==> src/rtl/spi_cmd_pkg.sv <==
// Shared opcodes, result tag, FSM states and edge helper for the SPI command engine.
package spi_cmd_pkg;

    localparam logic [7:0] OP_NOP     = 8'h00;
    localparam logic [7:0] OP_CS_LOW  = 8'h01;
    localparam logic [7:0] OP_CS_HIGH = 8'h02;
    localparam logic [7:0] OP_WRITE   = 8'h03;
    localparam logic [7:0] OP_XFER    = 8'h04;
    localparam logic [7:0] OP_DELAY   = 8'h05;
    localparam logic [7:0] ERR_TAG    = 8'hFF;

    typedef enum logic [2:0] {
        IDLE  = 3'd0,
        FETCH = 3'd1,
        EXEC  = 3'd2,
        SHIFT = 3'd3,
        DELAY = 3'd4,
        PUSH  = 3'd5
    } state_t;

    // Edges are numbered from 1; cpha=0 samples odd edges, cpha=1 samples even edges.
    function automatic logic sample_edge(input logic cpha, input logic odd_edge);
        return cpha ? ~odd_edge : odd_edge;
    endfunction

endpackage

==> src/rtl/spi_cmd_engine_clk_tick.sv <==
// Half-period tick generator: loadable down-counter, one-cycle tick every i_div+1 clocks.
module spi_clk_tick #(
    parameter int DIV_WIDTH = 8
) (
    input  logic                 clock,
    input  logic                 reset_n,
    input  logic                 i_en,
    input  logic                 i_load,
    input  logic [DIV_WIDTH-1:0] i_div,
    output logic                 o_tick
);

    localparam logic [DIV_WIDTH-1:0] CNT_ZERO = {DIV_WIDTH{1'b0}};
    localparam logic [DIV_WIDTH-1:0] CNT_ONE  = {{(DIV_WIDTH-1){1'b0}}, 1'b1};

    logic [DIV_WIDTH-1:0] r_cnt;

    assign o_tick = i_en && (r_cnt == CNT_ZERO);

    // Preloading before the active phase makes the first tick land a full half-period in.
    always_ff @(posedge clock or negedge reset_n) begin
        if (!reset_n) begin
            r_cnt <= CNT_ZERO;
        end else if (i_load) begin
            r_cnt <= i_div;
        end else if (!i_en) begin
            r_cnt <= CNT_ZERO;
        end else if (o_tick) begin
            r_cnt <= i_div;
        end else begin
            r_cnt <= r_cnt - CNT_ONE;
        end
    end

endmodule

==> src/rtl/spi_cmd_engine.sv <==
// Command-driven SPI master: pops command words, runs CS/shift/delay operations, pushes results.
module spi_cmd_engine
    import spi_cmd_pkg::*;
#(
    parameter int WIDTH     = 16,
    parameter int DIV_WIDTH = 8
) (
    input  logic                 clock,
    input  logic                 reset_n,
    input  logic                 cmd_nempty,
    output logic                 cmd_pop,
    input  logic [WIDTH-1:0]     cmd_data,
    input  logic                 res_full,
    output logic                 res_shift,
    output logic [WIDTH-1:0]     res_data,
    input  logic [DIV_WIDTH-1:0] clk_div,
    input  logic                 cpol,
    input  logic                 cpha,
    output logic                 spi_sck,
    output logic                 spi_mosi,
    input  logic                 spi_miso,
    output logic                 spi_cs,
    output logic                 busy
);

    state_t               r_state;
    logic                 r_pop;
    logic                 r_shift;
    logic [WIDTH-1:0]     r_res;
    logic                 r_cs;
    logic                 r_mosi;
    logic                 r_sck;
    logic                 r_busy;
    logic [7:0]           r_op;
    logic [7:0]           r_arg;
    logic [DIV_WIDTH-1:0] r_div;
    logic                 r_cpol;
    logic                 r_cpha;
    logic [7:0]           r_tx;
    logic [7:0]           r_rx;
    logic [7:0]           r_cnt;
    logic                 r_err;
    logic                 w_en;
    logic                 w_load;
    logic                 w_tick;

    assign w_en   = (r_state == SHIFT) || (r_state == DELAY);
    assign w_load = (r_state == EXEC);

    spi_clk_tick #(.DIV_WIDTH(DIV_WIDTH)) u_tick (
        .clock   (clock),
        .reset_n (reset_n),
        .i_en    (w_en),
        .i_load  (w_load),
        .i_div   (r_div),
        .o_tick  (w_tick)
    );

    // Command sequencer; every output is a register written here.
    always_ff @(posedge clock or negedge reset_n) begin
        if (!reset_n) begin
            r_state <= IDLE;
            r_pop   <= 1'b0;
            r_shift <= 1'b0;
            r_res   <= {WIDTH{1'b0}};
            r_cs    <= 1'b1;
            r_mosi  <= 1'b0;
            r_sck   <= 1'b0;
            r_busy  <= 1'b0;
            r_op    <= 8'h00;
            r_arg   <= 8'h00;
            r_div   <= {DIV_WIDTH{1'b0}};
            r_cpol  <= 1'b0;
            r_cpha  <= 1'b0;
            r_tx    <= 8'h00;
            r_rx    <= 8'h00;
            r_cnt   <= 8'h00;
            r_err   <= 1'b0;
        end else begin
            r_pop   <= 1'b0;
            r_shift <= 1'b0;
            case (r_state)
                IDLE: begin
                    r_sck <= r_cpol;
                    // Holding off while res_shift is high keeps pop and push strobes apart.
                    if (cmd_nempty && !r_shift) begin
                        r_pop   <= 1'b1;
                        r_busy  <= 1'b1;
                        r_state <= FETCH;
                    end
                end
                FETCH: begin
                    r_sck <= r_cpol;
                    // First FETCH cycle is the pop cycle; the registered FIFO word arrives in the second.
                    if (!r_pop) begin
                        r_op    <= cmd_data[WIDTH-1:WIDTH-8];
                        r_arg   <= cmd_data[7:0];
                        r_div   <= clk_div;
                        r_cpol  <= cpol;
                        r_cpha  <= cpha;
                        r_state <= EXEC;
                    end
                end
                EXEC: begin
                    r_sck <= r_cpol;
                    r_cnt <= 8'h00;
                    r_err <= 1'b0;
                    case (r_op)
                        OP_NOP: begin
                            r_busy  <= 1'b0;
                            r_state <= IDLE;
                        end
                        OP_CS_LOW: begin
                            r_cs    <= 1'b0;
                            r_busy  <= 1'b0;
                            r_state <= IDLE;
                        end
                        OP_CS_HIGH: begin
                            r_cs    <= 1'b1;
                            r_busy  <= 1'b0;
                            r_state <= IDLE;
                        end
                        OP_WRITE, OP_XFER: begin
                            r_rx <= 8'h00;
                            if (!r_cpha) begin
                                r_mosi <= r_arg[7];
                                r_tx   <= {r_arg[6:0], 1'b0};
                            end else begin
                                r_tx   <= r_arg;
                            end
                            r_state <= SHIFT;
                        end
                        OP_DELAY: begin
                            r_state <= DELAY;
                        end
                        default: begin
                            r_err   <= 1'b1;
                            r_state <= PUSH;
                        end
                    endcase
                end
                SHIFT: begin
                    if (w_tick) begin
                        r_sck <= ~r_sck;
                        r_cnt <= r_cnt + 8'd1;
                        if (sample_edge(r_cpha, ~r_cnt[0])) begin
                            r_rx <= {r_rx[6:0], spi_miso};
                        end else if (r_cnt != 8'd15) begin
                            r_mosi <= r_tx[7];
                            r_tx   <= {r_tx[6:0], 1'b0};
                        end
                        if (r_cnt == 8'd15) begin
                            if (r_op == OP_XFER) begin
                                r_state <= PUSH;
                            end else begin
                                r_busy  <= 1'b0;
                                r_state <= IDLE;
                            end
                        end
                    end
                end
                DELAY: begin
                    r_sck <= r_cpol;
                    if (w_tick) begin
                        if (r_cnt == r_arg) begin
                            r_busy  <= 1'b0;
                            r_state <= IDLE;
                        end else begin
                            r_cnt <= r_cnt + 8'd1;
                        end
                    end
                end
                PUSH: begin
                    r_sck <= r_cpol;
                    if (!res_full) begin
                        r_shift <= 1'b1;
                        r_res   <= r_err ? {ERR_TAG, r_op} : {OP_XFER, r_rx};
                        r_busy  <= 1'b0;
                        r_state <= IDLE;
                    end
                end
                default: begin
                    r_busy  <= 1'b0;
                    r_state <= IDLE;
                end
            endcase
        end
    end

    assign cmd_pop   = r_pop;
    assign res_shift = r_shift;
    assign res_data  = r_res;
    assign spi_cs    = r_cs;
    assign spi_mosi  = r_mosi;
    assign spi_sck   = r_sck;
    assign busy      = r_busy;

endmodule

==> config.mk <==
export PLATFORM = sky130hd
export DESIGN_NAME = spi_cmd_engine
export DESIGN_NICKNAME = d
export VERILOG_FILES = /design/src/rtl/spi_cmd_pkg.sv /design/src/rtl/spi_cmd_engine_clk_tick.sv /design/src/rtl/spi_cmd_engine.sv
export SDC_FILE = /design/constraint.sdc
export NUM_CORES = 1
export LEC_CHECK = 0
export BUFFER_PORTS_ARGS = -buffer_cell sky130_fd_sc_hd__buf_2
export CAP_MARGIN = 5
export CORE_UTILIZATION = 40
export DETAILED_ROUTE_END_ITERATION = 8
export GPL_TIMING_DRIVEN = 0
export PLACE_DENSITY = 0.65
export SYNTH_ARGS = -nofsm -noshare
export SYNTH_HDL_FRONTEND = slang
export SYNTH_SLANG_ARGS = --single-unit
export TNS_END_PERCENT = 10
==> constraint.sdc <==
create_clock -name clock -period 2.2 [get_ports clock]
set_clock_uncertainty 0.1 [all_clocks]
set_input_delay 0.22 -clock clock [delete_from_list [all_inputs] [get_ports clock]]
set_output_delay 0.22 -clock clock [all_outputs]
set_load 0.05 [all_outputs]
==> summary.txt, run 1 <==
Floorplan
  – Io pins: 53
  – Initial Util: about two fifths
  – DIE WIDTH: between 100 and 150 microns
  – Core area: roughly 9700 sq um
  – Die height: ~100 microns
  – Die Area: about 10000 sq um
  – Row count: 36

Synth
  – Sequential area share after synthesis: 48.9%
  – FF+latch count, synth: 78
  – Post-Synth Adder-Cell Area: 0.939%
  – Post-synth EDFFs: 0
  – Synth Area in Simple Gates: between 10% and 20%
  – Synth cell types: 57
  – Ys Warns: 0
  – Post-synth ARST share: 100%
  – Post-synthesis compound-gate area fraction: 14.2%
  – Largest family of logic cells by synthesized area: simple AND/OR/NAND/NOR gates
  – Post-Syn Area: 4000 sq um
  – Syn nets: slightly above 400
  – Ys flop type: dfrtp_1
  – Synth Area in XOR/XNOR: about 3.3%
  – Synth Instances: 378
  – Mux share of post-synthesis cell area: a little over an eighth
  – Average cell area after synthesis: 10.6 sq um

Placed design
  – Setup Slack @ Placement: -0.358 ns
  – PortBufs: 52
  – Routability cong.: just over 0.8
  – HPWL after DPL: between 6 and 7 mm

Clock network
  – Clk_lat worst skew: around 0.35 ns
  – Max H-tree Level: 3
  – Clock buffer depth: 2
  – # clock sinks: a little under 80
  – CTS root buffer: clkbuf_8
  – Cts bufs inserted: 9
  – CTS tree: yes
  – Clock-pin slew on the worst setup and hold paths: 0.08 ns

Global route
  – Total Routing Usage GR: a little under a fifth
  – First-pass GRT wire length: 14.5 mm
  – Largest net degree at the start of global routing: between 50 and 60
  – Initial antenna violation count: 0
  – Total gr overflow: 0
  – Vias in the first global route: 2961

STA
  – Fin worst setup slack: -0.0155 ns
  – Fin. Hold Viols: 0
  – Final setup vio count: 1
  – Fin. max-slew vios: 0
  – Slew HR: ~57%
  – Max Fclk: between 0.4 and 0.5 GHz
  – Setup tns final: -0.0155 ns
  – Min Tclk post-route: 2.22 ns
  – Unrepaired setup endpoints after global routing: yes
  – Period utilisation layout: 101%
  – Worst-margin pin slew: approximately 0.65 ns

Route
  – DR WL/cell: 14.2 microns
  – Total wire length: ~8.8 mm
  – Vias/cell: 5.11
  – Drt first pass iters: 4
  – Initial DRC count: 138
  – ANT nets after route: 0
  – Detailed-route DRC error count: 0
  – Vias post-DR: approximately 3200

Pwr
  – Power Dens Cells: between 1000 and 1500 nW/um^2
  – Worst IR Drop VDD: 709 uV
  – Pleak: 2.32 nW
  – Internal Power: between 4 and 5 mW
  – Seq pwr share: between 30% and 40%
  – NetSw: between 3 and 4 mW
  – Combinational share of power: between 40% and 50%
  – Switching part of the total: 42.2%
  – Clock share of power: about 17%

Layout
  – Share of layout cells above drive strength 1: ~33%
  – Filler cells: between 800 and 900
  – Synth-to-layout area growth: 27.9%
  – # diodes: 0
  – Fin nets: slightly above 500

Critical path
  – Data required time at the worst endpoint: 2.33 ns
  – Worst path max stage delay: approximately 0.40 ns
  – Crit path capture type: flip-flop
  – Setup CP Type: flip-flop to flip-flop
  – FF-to-FF path depth: 7
  – Crit-path slowest cell: dfrtp_1
  – CP max FO: 5
  – Worst path cell trace: inv_2 > ha_4 > or3b_4 > a211oi_4 > a31oi_4 > a21oi_2 > mux2_1
  – Critical path launch point type: flip-flop
  – Critical Path AT: about 2.4 ns

Hold path
  – Hold path depth: 2
  – Hold Path Class: input pin to flip-flop

Status
  – Failing checks: negative setup slack
  – Status: finished, violations left

Job
  – Max_cap viols: 0
## cell families after synthesis
group                    after synthesis
adder cells (fa/ha/maj)                3
AO/OA/AOI/OAI                         76
AND/OR/NAND/NOR                      122
multiplexers                          51
XOR/XNOR                              15
buffers and inverters                 33
flip-flops                            78
## metrics by stage
stage | std cells | hold WS, ns | utilization (%) | instance area [sq um] | total power [mW]
CTS | 608 | 0.00535 | 51.3 | 4990 | 7.55
global route | 617 | 0.000625 | 52.6 | 5110 | 8.16
finish | 617 | 0.0183 | 52.6 | 5110 | 7.61
detailed placement | 564 | 0.0558 | 45.8 | 4450 | 6.06
floorplan | 378 | -0.176 | - | 4000 | 5.24
global placement | 563 | 0.332 | 45.5 | 4420 | 5.95
## registers in the layout (all words and copies together), names as in the netlist, 3 cells and up
name,cells
res_data,10
r_tx,8
r_cnt,8
r_div,8
r_rx,8
u_tick.r_cnt,8
r_op,8
r_state,3
r_arg,8
## synth_stat cells (2+ instances only)
master | number | area share, %
dfrtp_1 | 77 | 48
nand2_1 | 46 | 4.3
nor2_1 | 32 | 3.0
mux2_2 | 27 | 7.6
a21oi_1 | 22 | 2.8
mux2i_1 | 22 | 5.5
o21ai_1 | 14 | 1.8
xor2_1 | 10 | 2.2
buf_2 | 9 | 1.1
inv_1 | 9 | 0.85
nand2b_1 | 8 | 1.3
clkbuf_1 | 7 | 0.66
a211oi_1 | 6 | 1.1
buf_4 | 6 | 1.1
nand3_1 | 6 | 0.75
o21ai_0 | 6 | 0.75
xnor2_1 | 5 | 1.1
nor3_1 | 4 | 0.50
a2111oi_2 | 3 | 1.1
a22o_1 | 3 | 0.66
ha_1 | 3 | 0.94
nor4_1 | 3 | 0.47
or2_2 | 3 | 0.47
a221oi_1 | 2 | 0.44
a31oi_1 | 2 | 0.31
and3b_1 | 2 | 0.44
mux2_1 | 2 | 0.56
nand3b_1 | 2 | 0.38
nor2b_1 | 2 | 0.31
nor3_2 | 2 | 0.50
o21ai_2 | 2 | 0.44
o31ai_1 | 2 | 0.38
or3_1 | 2 | 0.31
or3b_1 | 2 | 0.44
or3b_4 | 2 | 0.56
or4_1 | 2 | 0.38
## critical path: cells and delay by family, from the launching register on
family | cells | cell delay [ns]
AOI/OAI and AO/OA | 3 | 0.65
DFF | 1 | 0.40
and+or+nand+nor | 1 | 0.40
muxes | 1 | 0.33
adders and majority gates | 1 | 0.12
buffers and inverters | 1 | 0.09
## final timing paths
check / startpoint / end / slack (ns)
hold / removal: cmd_data[9] / r_op[1] / 0.02
max in group asynchronous: reset_n / r_op[0] / 1.19
hold reg to reg: res_data[10] / res_data[10] / 0.37
setup / recovery: u_tick.r_cnt[1] / spi_mosi / -0.02
setup reg to reg: u_tick.r_cnt[1] / spi_mosi / -0.02
min in group asynchronous: reset_n / u_tick.r_cnt[2] / 0.22
## power by group through the flow
stage / logic (mW) / registers (mW) / clock network [mW]
final: 3.75 / 2.54 / 1.33
after floorplan: 2.42 / 2.82 / 0
after detailed placement: 3.53 / 2.53 / 0
after global routing: 4.11 / 2.62 / 1.43
after CTS: 3.67 / 2.51 / 1.36
after global placement: 3.45 / 2.51 / 0
## final cells by class
type / instances / area, sq um / area share [%]
Sequential cell: 78 / 1960 / 38.3
Tap cell: 133 / 166 / 3.25
Multi-Input combinational cell: 267 / 1940 / 37.9
Timing Repair Buffer: 91 / 638 / 12.5
Clock buffer: 13 / 159 / 3.11
Inverter: 9 / 33.8 / 0.661
Clock inverter: 3 / 90.1 / 1.76
Buffer: 23 / 134 / 2.62
## layout by cell type (no fill, tap or decap), drive strengths merged, types with 2 or more instances in the layout
cell / Yosys / routed
buf: 17 / 85
dfrtp: 77 / 77
nand2: 46 / 46
nor2: 32 / 32
mux2: 29 / 29
a21oi: 23 / 23
mux2i: 22 / 22
dlygate4sd3: 0 / 22
o21ai: 22 / 22
clkbuf: 7 / 20
xor2: 10 / 10
inv: 9 / 9
nand2b: 8 / 8
a211oi: 8 / 8
nand3: 6 / 6
nor3: 6 / 6
xnor2: 5 / 5
or3b: 4 / 4
a2111oi: 4 / 4
or2: 3 / 3
a22o: 3 / 3
nor4: 3 / 3
bufinv: 0 / 3
or4: 3 / 3
a31oi: 3 / 3
ha: 3 / 3
nand3b: 2 / 2
or3: 2 / 2
nor2b: 2 / 2
and3b: 2 / 2
a221oi: 2 / 2
o31ai: 2 / 2
## layer usage
metal,vias to the layer above,GRT usage [%],share of wire (%)
met3,6,4.79,3.5
met1,1550,24.9,48
met4,0,3.96,0.75
met2,62,28.7,48
met5,-,0,0
li1,1534,-,-
## what timing repair did
item                                   4_1_cts  5_1_grt
hold buffers                                22        0
endpoints found under the hold margin       45        0
resized for setup                            7       18
buffers inserted                             6        9
gates cloned                                 0        1
setup endpoints to repair                   45       53
pin swaps                                    4        5
(Power assumes the default switching activity.)
==> run 2, diff against run 1 <==
--- a/config.mk
+++ b/config.mk
@@ -5,12 +5,12 @@
 export SDC_FILE = /design/constraint.sdc
 export NUM_CORES = 1
 export LEC_CHECK = 0
-export BUFFER_PORTS_ARGS = -buffer_cell sky130_fd_sc_hd__buf_2
 export CAP_MARGIN = 5
 export CORE_UTILIZATION = 40
 export DETAILED_ROUTE_END_ITERATION = 8
+export DONT_BUFFER_PORTS = 1
 export GPL_TIMING_DRIVEN = 0
-export PLACE_DENSITY = 0.65
+export PLACE_DENSITY = 0.6
 export SYNTH_ARGS = -nofsm -noshare
 export SYNTH_HDL_FRONTEND = slang
 export SYNTH_SLANG_ARGS = --single-unit
==> constraint.sdc (replaced) <==
create_clock -name clock -period 2.2 [get_ports clock]
set_clock_uncertainty 0.1 [all_clocks]
set_input_delay 0.44 -clock clock [delete_from_list [all_inputs] [get_ports clock]]
set_output_delay 0.44 -clock clock [all_outputs]
set_load 0.05 [all_outputs]
==> run 2 against run 1 <==
Against the previous run:
- the flow finishes with violations (negative hold slack)
- cell count down 13%
- critical path type unchanged
- critical path depth is 2 lower
- combinational power shrank 21%
==> summary.txt, run 2 (same netlist as run 1, synthesis figures left out) <==
Status
  – Status: finished, violations left
  – Failing checks: negative hold slack

STA
  – Worst Hold Margin: -0.331 ns (-0.349 ns)
  – Min Tclk post-route: 2.18 ns (-0.0352 ns)
  – Unrepaired setup endpoints after global routing: yes
  – Slew HR: 57.0% (+0.31 points)
  – Worst-margin pin slew: 0.644 ns (-0.00459 ns)
  – Fin. max-slew vios: 0 (unchanged)
  – Fin. Hold Viols: 78 (+78)
  – Final setup vio count: 0 (-1)
  – Period utilisation layout: 99.1% (-1.6 points)
  – Max Fclk: 0.459 GHz (+1.6%)

Placed design
  – PortBufs: 0 (-100%)
  – HPWL after DPL: 5.82 mm (-3.6%)
  – Routability cong.: 0.787 (-4.0%)
  – Placed Area: 4160 sq um (-6.5%)
  – Placed Cells: 511 (-9.4%)

Critical path
  – Worst path cell trace: or4_4 > a2bb2oi_2 > a211oi_2 > nand2_1 > a221o_1
  – Crit path capture type: flip-flop
  – Worst path max stage delay: 0.58 ns (+0.18 ns)
  – FF-to-FF path depth: 5 (-2)
  – Critical Path AT: 2.33 ns (-0.02 ns)
  – Reg2reg end: busy
  – Worst reg2reg setup slack: 0.02 ns (+0.04 ns)
  – Reg2Reg Launch Point: u_tick.r_cnt[5]
  – Setup CP Type: flip-flop to flip-flop
  – Crit-path slowest cell: or4_4
  – Critical path launch point type: flip-flop
  – Data required time at the worst endpoint: 2.35 ns (+0.02 ns)
  – CP max FO: 3 (-2)

Clock network
  – Clock-pin slew on the worst setup and hold paths: 0.09 ns (about the same)
  – Max H-tree Level: 3 (unchanged)
  – Clock buffer depth: 2 (unchanged)
  – # clock sinks: 78 (unchanged)
  – Clk_lat worst skew: 0.36 ns (about the same)
  – CTS root buffer: clkbuf_8
  – Cts bufs inserted: 9 (unchanged)
  – CTS tree: yes

Route
  – Detailed-route DRC error count: 0 (unchanged)
  – Drt first pass iters: 4 (unchanged)
  – Total wire length: 8.40 mm (-4.3%)
  – Initial DRC count: 128 (-7.2%)
  – ANT nets after route: 0 (unchanged)
  – Vias post-DR: 2802 (-11%)
  – Vias/cell: 5.22 (+2.1%)
  – DR WL/cell: 15.6 microns (+10%)

Layout
  – Share of layout cells above drive strength 1: 25.2% (-7.8 points)
  – Layout Utilization: 46.4% (-6.2 points)
  – Largest register FFs: 10 (unchanged)
  – Most frequent cells in the layout: 75 x dfrtp_1, 46 x nand2_1, 31 x nor2_1
  – Commonest non-fill, non-tap cell in the layout: dfrtp_1
  – # diodes: 0 (unchanged)
  – Final non-filler cell total: 537 (-13%)
  – Synth-to-layout area growth: 12.9%
  – Post-route cell area: 4510 sq um (-12%)
  – Fin nets: 433 (-16%)

Global route
  – Total Routing Usage GR: 17.6% (-0.45 points)
  – Total gr overflow: 0 (unchanged)
  – Vias in the first global route: 2747 (-7.2%)
  – Initial antenna violation count: 1 (+1)
  – Largest net degree at the start of global routing: 79 (+44%)
  – First-pass GRT wire length: 13.9 mm (-4.2%)

Pwr
  – Pwr Total: 6.97 mW (-8.4%)
  – Pleak: 1.96 nW (-15%)
  – Power Dens Cells: 1540 nW/um^2 (+3.8%)
  – Worst IR Drop VDD: 646 uV (-9.0%)

Floorplan
  – Initial Util: 41.1% (unchanged)
  – Core area: 9730 sq um (unchanged)
  – DIE WIDTH: 102 microns (unchanged)
  – Die Area: 10400 sq um (unchanged)
  – Row count: 36 (unchanged)
  – Die height: 102 microns (unchanged)
  – Io pins: 53 (unchanged)

Job
  – Max_cap viols: 0 (unchanged)

Hold path
  – Hold Path Class: input pin to async pin
[run 2: cell count changes in the layout (fill, tap and decap cells not counted), moves of 3 or more]
| cell | change |
|---|---|
| clkbuf_1 | -4 |
| buf_4 | -5 |
| buf_2 | -51 |
| bufinv_16 | -3 |
| dlygate4sd3_1 | -22 |
[run 2: layout make-up]
class | instances | area (sq um)
sequential | 78 | 1960
fill | 923 | 5220
clock buffer | 11 | 151
buffer | 22 | 131
multi-input combinational | 267 | 1940
clock inverter | 5 | 33.8
inverter | 9 | 33.8
tap | 133 | 166
timing repair buffer | 12 | 97.6
[run 2: stage by stage]
step           hold slack (ns)  setup slack [ns]  setup TNS [ns]
3_3_place_gp            0.0470            -0.320           -6.07
5_1_grt                 -0.361           -0.0793          -0.492
6_report                -0.331            0.0197               0
2_1_floorplan           0.0444            0.0304               0
4_1_cts                 -0.352           -0.0539          -0.324
3_5_place_dp            0.0472            -0.351           -7.48
[run 2: power breakdown]
group | total [mW] | switching (mW) | internal (mW)
clock | 1.01 | 0.538 | 0.469
sequential | 2.99 | 0.991 | 2.00
combinational | 2.98 | 1.60 | 1.37
[run 2: worst max path at each step]
| stage | startpoint | endpoint | slack, ns | cells past startpoint |
|---|---|---|---|---|
| after global placement | r_state[2] | spi_mosi | -0.32 | 6 |
| after floorplan | u_tick.r_cnt[5] | spi_mosi | 0.03 | 5 |
| final | u_tick.r_cnt[5] | busy | 0.02 | 5 |
| after global routing | u_tick.r_cnt[0] | spi_mosi | -0.08 | 7 |
| after CTS | r_state[0] | spi_mosi | -0.05 | 6 |
| after detailed placement | r_state[2] | spi_mosi | -0.35 | 6 |
[run 2: critical path, delay by kind of cell, from the launching register on]
family	cells	cell delay (ns)
simple gates	2	0.72
flops	1	0.41
compound gates	3	0.86
[run 2: layer usage]
metal | share of wire, % | up-vias | global-route usage (%) | wire length [microns]
met5 | 0.20 | - | 0 | 17
met3 | 4.7 | 13 | 5.54 | 398
met4 | 1.9 | 2 | 7.14 | 159
met1 | 48 | 1366 | 23.6 | 4070
met2 | 45 | 53 | 26.6 | 3750
li1 | - | 1368 | - | -
[run 2: repair_timing]
| item | in CTS | in global routing |
|---|---|---|
| hold endpoints to repair | 78 | 78 |
| pin swaps | 2 | 6 |
| setup endpoints to repair | 48 | 58 |
| resized for setup | 9 | 15 |
| gates cloned | 0 | 1 |
| setup buffers | 4 | 7 |
